## config.mk

```make
export PLATFORM = sky130hd
export DESIGN_NAME = sales_ledger
export DESIGN_NICKNAME = d
export VERILOG_FILES = /design/src/rtl/sales_pkg.sv /design/src/rtl/sat_add.sv /design/src/rtl/sales_ledger.sv
export SDC_FILE = /design/constraint.sdc
export NUM_CORES = 1
export LEC_CHECK = 0
export BUFFER_PORTS_ARGS = -buffer_cell sky130_fd_sc_hd__buf_2
export CAP_MARGIN = 20
export CORE_MARGIN = 2
export CORE_UTILIZATION = 46
export CTS_CLUSTER_SIZE = 30
export DETAILED_ROUTE_END_ITERATION = 8
export PLACE_DENSITY = 0.72
export SLEW_MARGIN = 20
export SYNTH_ARGS = -nofsm -noshare
export SYNTH_HDL_FRONTEND = slang
export SYNTH_SLANG_ARGS = --single-unit
```

## constraint.sdc

```tcl
create_clock -name clk -period 4.1 [get_ports clk]
set_input_delay 0.41 -clock clk [delete_from_list [all_inputs] [get_ports clk]]
set_output_delay 0.41 -clock clk [all_outputs]
set_load 0.02 [all_outputs]
```

## src/rtl/sales_pkg.sv

```systemverilog
// Shared definitions for the sales ledger.
//
// Holds the ledger FSM state encoding and the default widths and
// report-hold time. The top module and its testbench both import this
// package so they agree on the same values.
package sales_pkg;

  // Default width of one sale amount, in yuan.
  localparam int DEF_AMT_W       = 8;
  // Default width of the accumulated sales total.
  localparam int DEF_TOT_W       = 16;
  // Default width of the sale counter.
  localparam int DEF_CNT_W       = 10;
  // Default number of cycles the report stays valid.
  localparam int DEF_SHOW_CYCLES = 100000000;

  // IDLE: waiting for a sale, a view request or a clear.
  // ADD : one-cycle accumulate of the sale accepted in IDLE.
  // SHOW: report held valid for a fixed number of cycles.
  typedef enum logic [1:0] {
    IDLE = 2'd0,
    ADD  = 2'd1,
    SHOW = 2'd2
  } state_t;

endpackage : sales_pkg

```

## src/rtl/sat_add.sv

```systemverilog
// Unsigned saturating adder.
//
// Ports:
//   a   in  W  first operand
//   b   in  W  second operand
//   sum out W  a + b, clamped to all-ones when the true sum overflows W bits
//
// Purely combinational. The ledger uses one instance for the running total
// and another for the sale counter.
module sat_add #(
  parameter int W = 8
) (
  input  logic [W-1:0] a,
  input  logic [W-1:0] b,
  output logic [W-1:0] sum
);

  // One extra bit catches the carry out. When it is set, the real sum
  // cannot be represented, so the result sticks at the largest value.
  logic [W:0] full_sum;

  always_comb begin
    full_sum = {1'b0, a} + {1'b0, b};
    if (full_sum[W]) begin
      sum = '1;
    end else begin
      sum = full_sum[W-1:0];
    end
  end

endmodule : sat_add

```

## src/rtl/sales_ledger.sv

```systemverilog
// Sales ledger: accumulates completed sales and reports the total on request.
//
// Ports:
//   clk          in  1      system clock, all state updates on its rising edge
//   rst          in  1      synchronous active-high reset
//   sale_valid   in  1      a completed sale is offered
//   sale_amount  in  AMT_W  amount of the offered sale
//   sale_ready   out 1      ledger accepts a sale this cycle (combinational)
//   view_req     in  1      admin view request level; a rising edge asks for a report
//   clear_req    in  1      admin request to zero the ledger (honoured in IDLE only)
//   view_valid   out 1      rpt_total / rpt_count are valid
//   rpt_total    out TOT_W  snapshot of the accumulated total
//   rpt_count    out CNT_W  snapshot of the number of sales
//
// An accepted sale costs one ADD cycle. During that cycle the registered
// amount goes into the total and the counter increments. Both saturate
// at all-ones.
// A view edge is remembered in a pending flag. The next IDLE cycle with
// no accepted sale takes the snapshot, so a sale arriving with the request
// is already in the report. The report is held for SHOW_CYCLES cycles. No
// sale can enter during that window.
module sales_ledger
  import sales_pkg::*;
#(
  parameter int AMT_W       = DEF_AMT_W,
  parameter int TOT_W       = DEF_TOT_W,
  parameter int CNT_W       = DEF_CNT_W,
  parameter int SHOW_CYCLES = DEF_SHOW_CYCLES
) (
  input  logic             clk,
  input  logic             rst,
  input  logic             sale_valid,
  input  logic [AMT_W-1:0] sale_amount,
  output logic             sale_ready,
  input  logic             view_req,
  input  logic             clear_req,
  output logic             view_valid,
  output logic [TOT_W-1:0] rpt_total,
  output logic [CNT_W-1:0] rpt_count
);

  // The SHOW counter loads SHOW_CYCLES-1 and counts down to zero. That is
  // SHOW_CYCLES cycles in total, so it only needs to hold SHOW_CYCLES-1.
  localparam int SC_W = (SHOW_CYCLES > 1) ? $clog2(SHOW_CYCLES) : 1;
  localparam logic [SC_W-1:0] SHOW_LOAD = SC_W'(SHOW_CYCLES - 1);

  state_t           state;
  state_t           state_next;

  logic [AMT_W-1:0] amt_reg;
  logic [TOT_W-1:0] total;
  logic [TOT_W-1:0] total_sum;
  logic [CNT_W-1:0] count;
  logic [CNT_W-1:0] count_sum;
  logic [SC_W-1:0]  show_cnt;

  logic             pending;
  logic             view_q;
  logic             view_edge;
  logic             accept;
  logic             do_clear;
  logic             start_show;
  logic             show_done;

  // Handshake and request decode. A clear in IDLE blocks the sale offered
  // in the same cycle, so ready drops whenever clear_req is high.
  // A snapshot starts only if neither a sale nor a clear claims this IDLE
  // cycle.
  always_comb begin
    sale_ready = (state == IDLE) && !clear_req;
    accept     = sale_valid && sale_ready;
    do_clear   = (state == IDLE) && clear_req;
    view_edge  = view_req && !view_q;
    start_show = (state == IDLE) && pending && !accept && !clear_req;
    show_done  = (show_cnt == '0);
  end

  // Saturating accumulate of the amount latched at acceptance.
  sat_add #(
    .W(TOT_W)
  ) u_total_add (
    .a  (total),
    .b  (TOT_W'(amt_reg)),
    .sum(total_sum)
  );

  // Saturating sale counter increment.
  sat_add #(
    .W(CNT_W)
  ) u_count_add (
    .a  (count),
    .b  (CNT_W'(1)),
    .sum(count_sum)
  );

  // State register.
  always_ff @(posedge clk) begin
    if (rst) begin
      state <= IDLE;
    end else begin
      state <= state_next;
    end
  end

  // Next-state logic. A sale takes precedence over a pending view. ADD
  // always falls back to IDLE, which is where the deferred view is picked
  // up.
  always_comb begin
    state_next = state;
    case (state)
      IDLE: begin
        if (accept) begin
          state_next = ADD;
        end else if (start_show) begin
          state_next = SHOW;
        end
      end
      ADD: begin
        state_next = IDLE;
      end
      SHOW: begin
        if (show_done) begin
          state_next = IDLE;
        end
      end
      default: begin
        state_next = IDLE;
      end
    endcase
  end

  // Ledger registers: amount capture, total and count, and the clear.
  // clear_req is only decoded in IDLE, so a clear raised during ADD or
  // SHOW has no effect.
  always_ff @(posedge clk) begin
    if (rst) begin
      amt_reg <= '0;
      total   <= '0;
      count   <= '0;
    end else begin
      if (accept) begin
        amt_reg <= sale_amount;
      end
      if (do_clear) begin
        total <= '0;
        count <= '0;
      end else if (state == ADD) begin
        total <= total_sum;
        count <= count_sum;
      end
    end
  end

  // View request tracking. The registered copy of view_req turns the level
  // into an edge. Edges arriving in SHOW are dropped, because a report is
  // already on display. Starting a snapshot consumes the pending request,
  // and a clear discards it.
  always_ff @(posedge clk) begin
    if (rst) begin
      view_q  <= 1'b0;
      pending <= 1'b0;
    end else begin
      view_q <= view_req;
      if (do_clear || start_show) begin
        pending <= 1'b0;
      end else if (view_edge && (state != SHOW)) begin
        pending <= 1'b1;
      end
    end
  end

  // Report snapshot and hold timer. The snapshot is taken on the IDLE->SHOW
  // edge, so view_valid rises together with the SHOW state. The snapshot
  // registers are left alone afterwards and keep the last report.
  always_ff @(posedge clk) begin
    if (rst) begin
      show_cnt   <= '0;
      view_valid <= 1'b0;
      rpt_total  <= '0;
      rpt_count  <= '0;
    end else begin
      if (start_show) begin
        show_cnt   <= SHOW_LOAD;
        view_valid <= 1'b1;
        rpt_total  <= total;
        rpt_count  <= count;
      end else if (state == SHOW) begin
        if (show_done) begin
          view_valid <= 1'b0;
        end else begin
          show_cnt <= show_cnt - 1'b1;
        end
      end
    end
  end

endmodule : sales_ledger

```

==> run_results.csv <==
group,metric,value,unit
outcome,outcome,"complete, no violations",
drt,drtPass1Iterations,4,
sta,maxSlewHeadroom,0.335,
critical_path,end_kind,"flop",
drt,wire_per_inst,14.5,um
clock_network,cts_inserted_buffers,9,
finish,largest_registers,"show_cnt: 27 flops, rpt_total: 16 flops, total: 16 flops",
clock_network,cts_sinks,92,
sta,skew,0.00753,ns
sta,worst_pin_slew,0.998,ns
yosys,yosysUniqueCellTypes,54,
yosys,synth_top_area_cell,"dfxtp_1",
hold_path,hold_depth,3,
placed_design,post-dp-hpwl,6400,um
critical_path,regToRegSetupSlack,1.58,ns
finish,multi_input_area,2220,um^2
clock_network,cts_tree,"yes",
finish,area_growth_syn_to_layout,11.3,%
clock_network,h-tree-depth,3,
power_and_ir_drop,power.density,372,nW/um^2
sta,fin_setup_tns,0,ns
yosys,ys_async_sr_fraction,0,
drt,drc,0,
sta,fin_crit,2.52,ns
finish,regMostFlops,"show_cnt",
finish,stdcell_count,629,
drt,wl,9100,um
clock_network,postCtsSetupBuffers,0,
yosys,netlist_area,4220,um^2
run,maxCapViolCount,0,
yosys,synth-seq-cells,92,
yosys,yosysSeqAreaShare,0.437,
critical_path,reg2reg_to,"show_cnt[12]",
yosys,synth_area_leaders,"dfxtp_1 44%, a21oi_1 7.6%, nand2_1 6.9%, ha_1 3.0%, xor2_1 2.7%",
sta,final_hold_viol_count,0,
yosys,ys.flop_type,"dfxtp_1",
sta,clock.fmax,0.397,GHz
global_routing,antenna_found_initial,0,
yosys,yosys_warnings,0,
clock_network,cts_resized,0,
drt,drt_iter0_drc,192,
global_routing,globalRoute.totalOverflow,0,
yosys,synth.avg_cell_area,8.66,um^2
critical_path,cp-start-kind,"flop",
clock_network,clock_latency,0.35,ns
clock_network,clockBufferDepth,2,
yosys,synth-edff-count,0,
critical_path,cp.arrival,2.76,ns
drt,vias,3615,
yosys,syn-instance-count,487,
drt,viasPerCell,5.75,
finish,antenna_cells,0,
clock_network,holdBufCountCts,0,
sta,finalCritPeriodShare,0.614,
critical_path,cp_data_required_time,4.34,ns
global_routing,grt_max_degree,33,
floorplan,pin_count,41,
yosys,yosys.area.top_type_share,0.437,
critical_path,critPathKind,"reg2reg",
finish,largest_reg_flops,27,
floorplan,dieArea,9950,um^2
yosys,yosysMostFrequentCell,"dfxtp_1",
placed_design,place_congestion,0.833,
clock_network,cts_root_buffer,"clkbuf_8",
clock_network,clkTransAtPathRegs,0.09,ns
finish,register_area,1840,um^2
finish,drive_above_1_share,0.148,
global_routing,first_global_vias,3268,
yosys,synth_common_cells,"92 x dfxtp_1, 77 x nand2_1, 64 x a21oi_1",
floorplan,coreArea,8810,um^2
power_and_ir_drop,power.leakage,1.88,nW
sta,drv_slew,0,
hold_path,worst_hold_path.endpoint,"amt_reg[3]",
floorplan,fp.dieW,99.7,um
finish,fillers,832,
hold_path,hold_path.startpoint,"sale_amount[3]",
sta,final-setup-viol-count,0,
drt,postRouteAntennaNets,0,
hold_path,min_path_type,"in2reg",
yosys,syn_nets,511,
placed_design,io_buffers,40,
sta,fin_hold_ws,0.284,ns
critical_path,regToRegStartpoint,"state[1]",
floorplan,die_y,99.7,um
global_routing,grt_first_pass_wirelength,15300,um
placed_design,dp_cells,613,
power_and_ir_drop,peakVddDrop,181,uV
sta,rsz0062_at_grt,"false",
critical_path,crit_fanout,29,
critical_path,reg2regPathDepth,5,
floorplan,start_util,0.479,
global_routing,track_usage,0.189,
finish,nets,540,
floorplan,fp-row-count,34,
==> cell families after synthesis <==
kind of cell / share of synthesized area
flip-flops: 0.437
buffers and inverters: 0.0359
AND/OR/NAND/NOR: 0.227
XOR/XNOR: 0.0457
adder cells (fa/ha/maj): 0.0344
multiplexers: 0.00742
AO/OA/AOI/OAI: 0.213
==> cell type report <==
| cell class | count | share of cell area |
|---|---|---|
| well taps | 108 | 0.0288 |
| flip-flops and latches | 92 | 0.393 |
| repair buffers | 44 | 0.0491 |
| multi-input cells | 359 | 0.474 |
| clock inverters | 5 | 0.0176 |
| inverters | 10 | 0.00800 |
| clock buffers | 11 | 0.0301 |
==> worst max path at each step <==
stage	depth (start not counted)	endpoint	start	slack, ns
final	5	show_cnt[12]	state[1]	1.58
after global routing	5	show_cnt[12]	state[1]	1.30
after CTS	5	show_cnt[12]	state[1]	1.57
after detailed placement	6	show_cnt[12]	clear_req	1.45
after global placement	6	show_cnt[12]	clear_req	1.44
after floorplan	6	show_cnt[1]	show_cnt[11]	1.78
==> worst max-delay path, cell delays in order (launching register included) <==
cell	delay (ns)
dfxtp_1	0.37
nor3_1	0.53
nand3b_1	0.65
buf_4	0.46
nand2b_1	0.30
nor2_1	0.09
==> stage by stage <==
stage	worst slack [ns]	instance area (um^2)	power (mW)	utilization
CTS	1.57	4690	1.76	0.533
finish	1.58	4690	1.75	0.533
detailed placement	1.45	4470	1.08	0.507
floorplan	1.78	4220	1.06	-
global route	1.30	4690	1.82	0.533
global placement	1.44	4470	1.08	0.507
==> per-layer routing <==
layer,GRT usage,up-vias,routed length [um]
met5,0,-,0
met4,0.0706,0,124
met3,0.0267,12,315
met2,0.309,65,4330
met1,0.254,1709,4330
li1,-,1829,-
==> layout by cell type (no fill, tap or decap), types with 4 or more instances in the layout <==
master     n
o31ai_1    6
o211ai_1   9
xor2_1    13
or3_1      7
o211a_1    5
a211oi_1   7
nor2b_1    4
buf_2     40
nand3_1    8
and3_1     9
clkbuf_8  10
or4_1      7
dfxtp_1   92
o21ai_0   13
ha_1      10
a21oi_1   64
nand2_1   77
o221a_2    8
a31oi_1    9
nor3_1    13
nand2b_1   4
nor4_1     5
inv_1     10
xnor2_1    9
buf_4      4
nand4_1    6
nor2_1    24
==> report_power, final <==
part | internal [mW] | total (mW) | switching, mW | leakage (nW)
logic | 0.0476 | 0.139 | 0.0917 | 1.02
clock network | 0.364 | 0.683 | 0.319 | 0.114
registers | 0.909 | 0.924 | 0.0152 | 0.743
No activity file was read; power rests on OpenSTA's default activity.
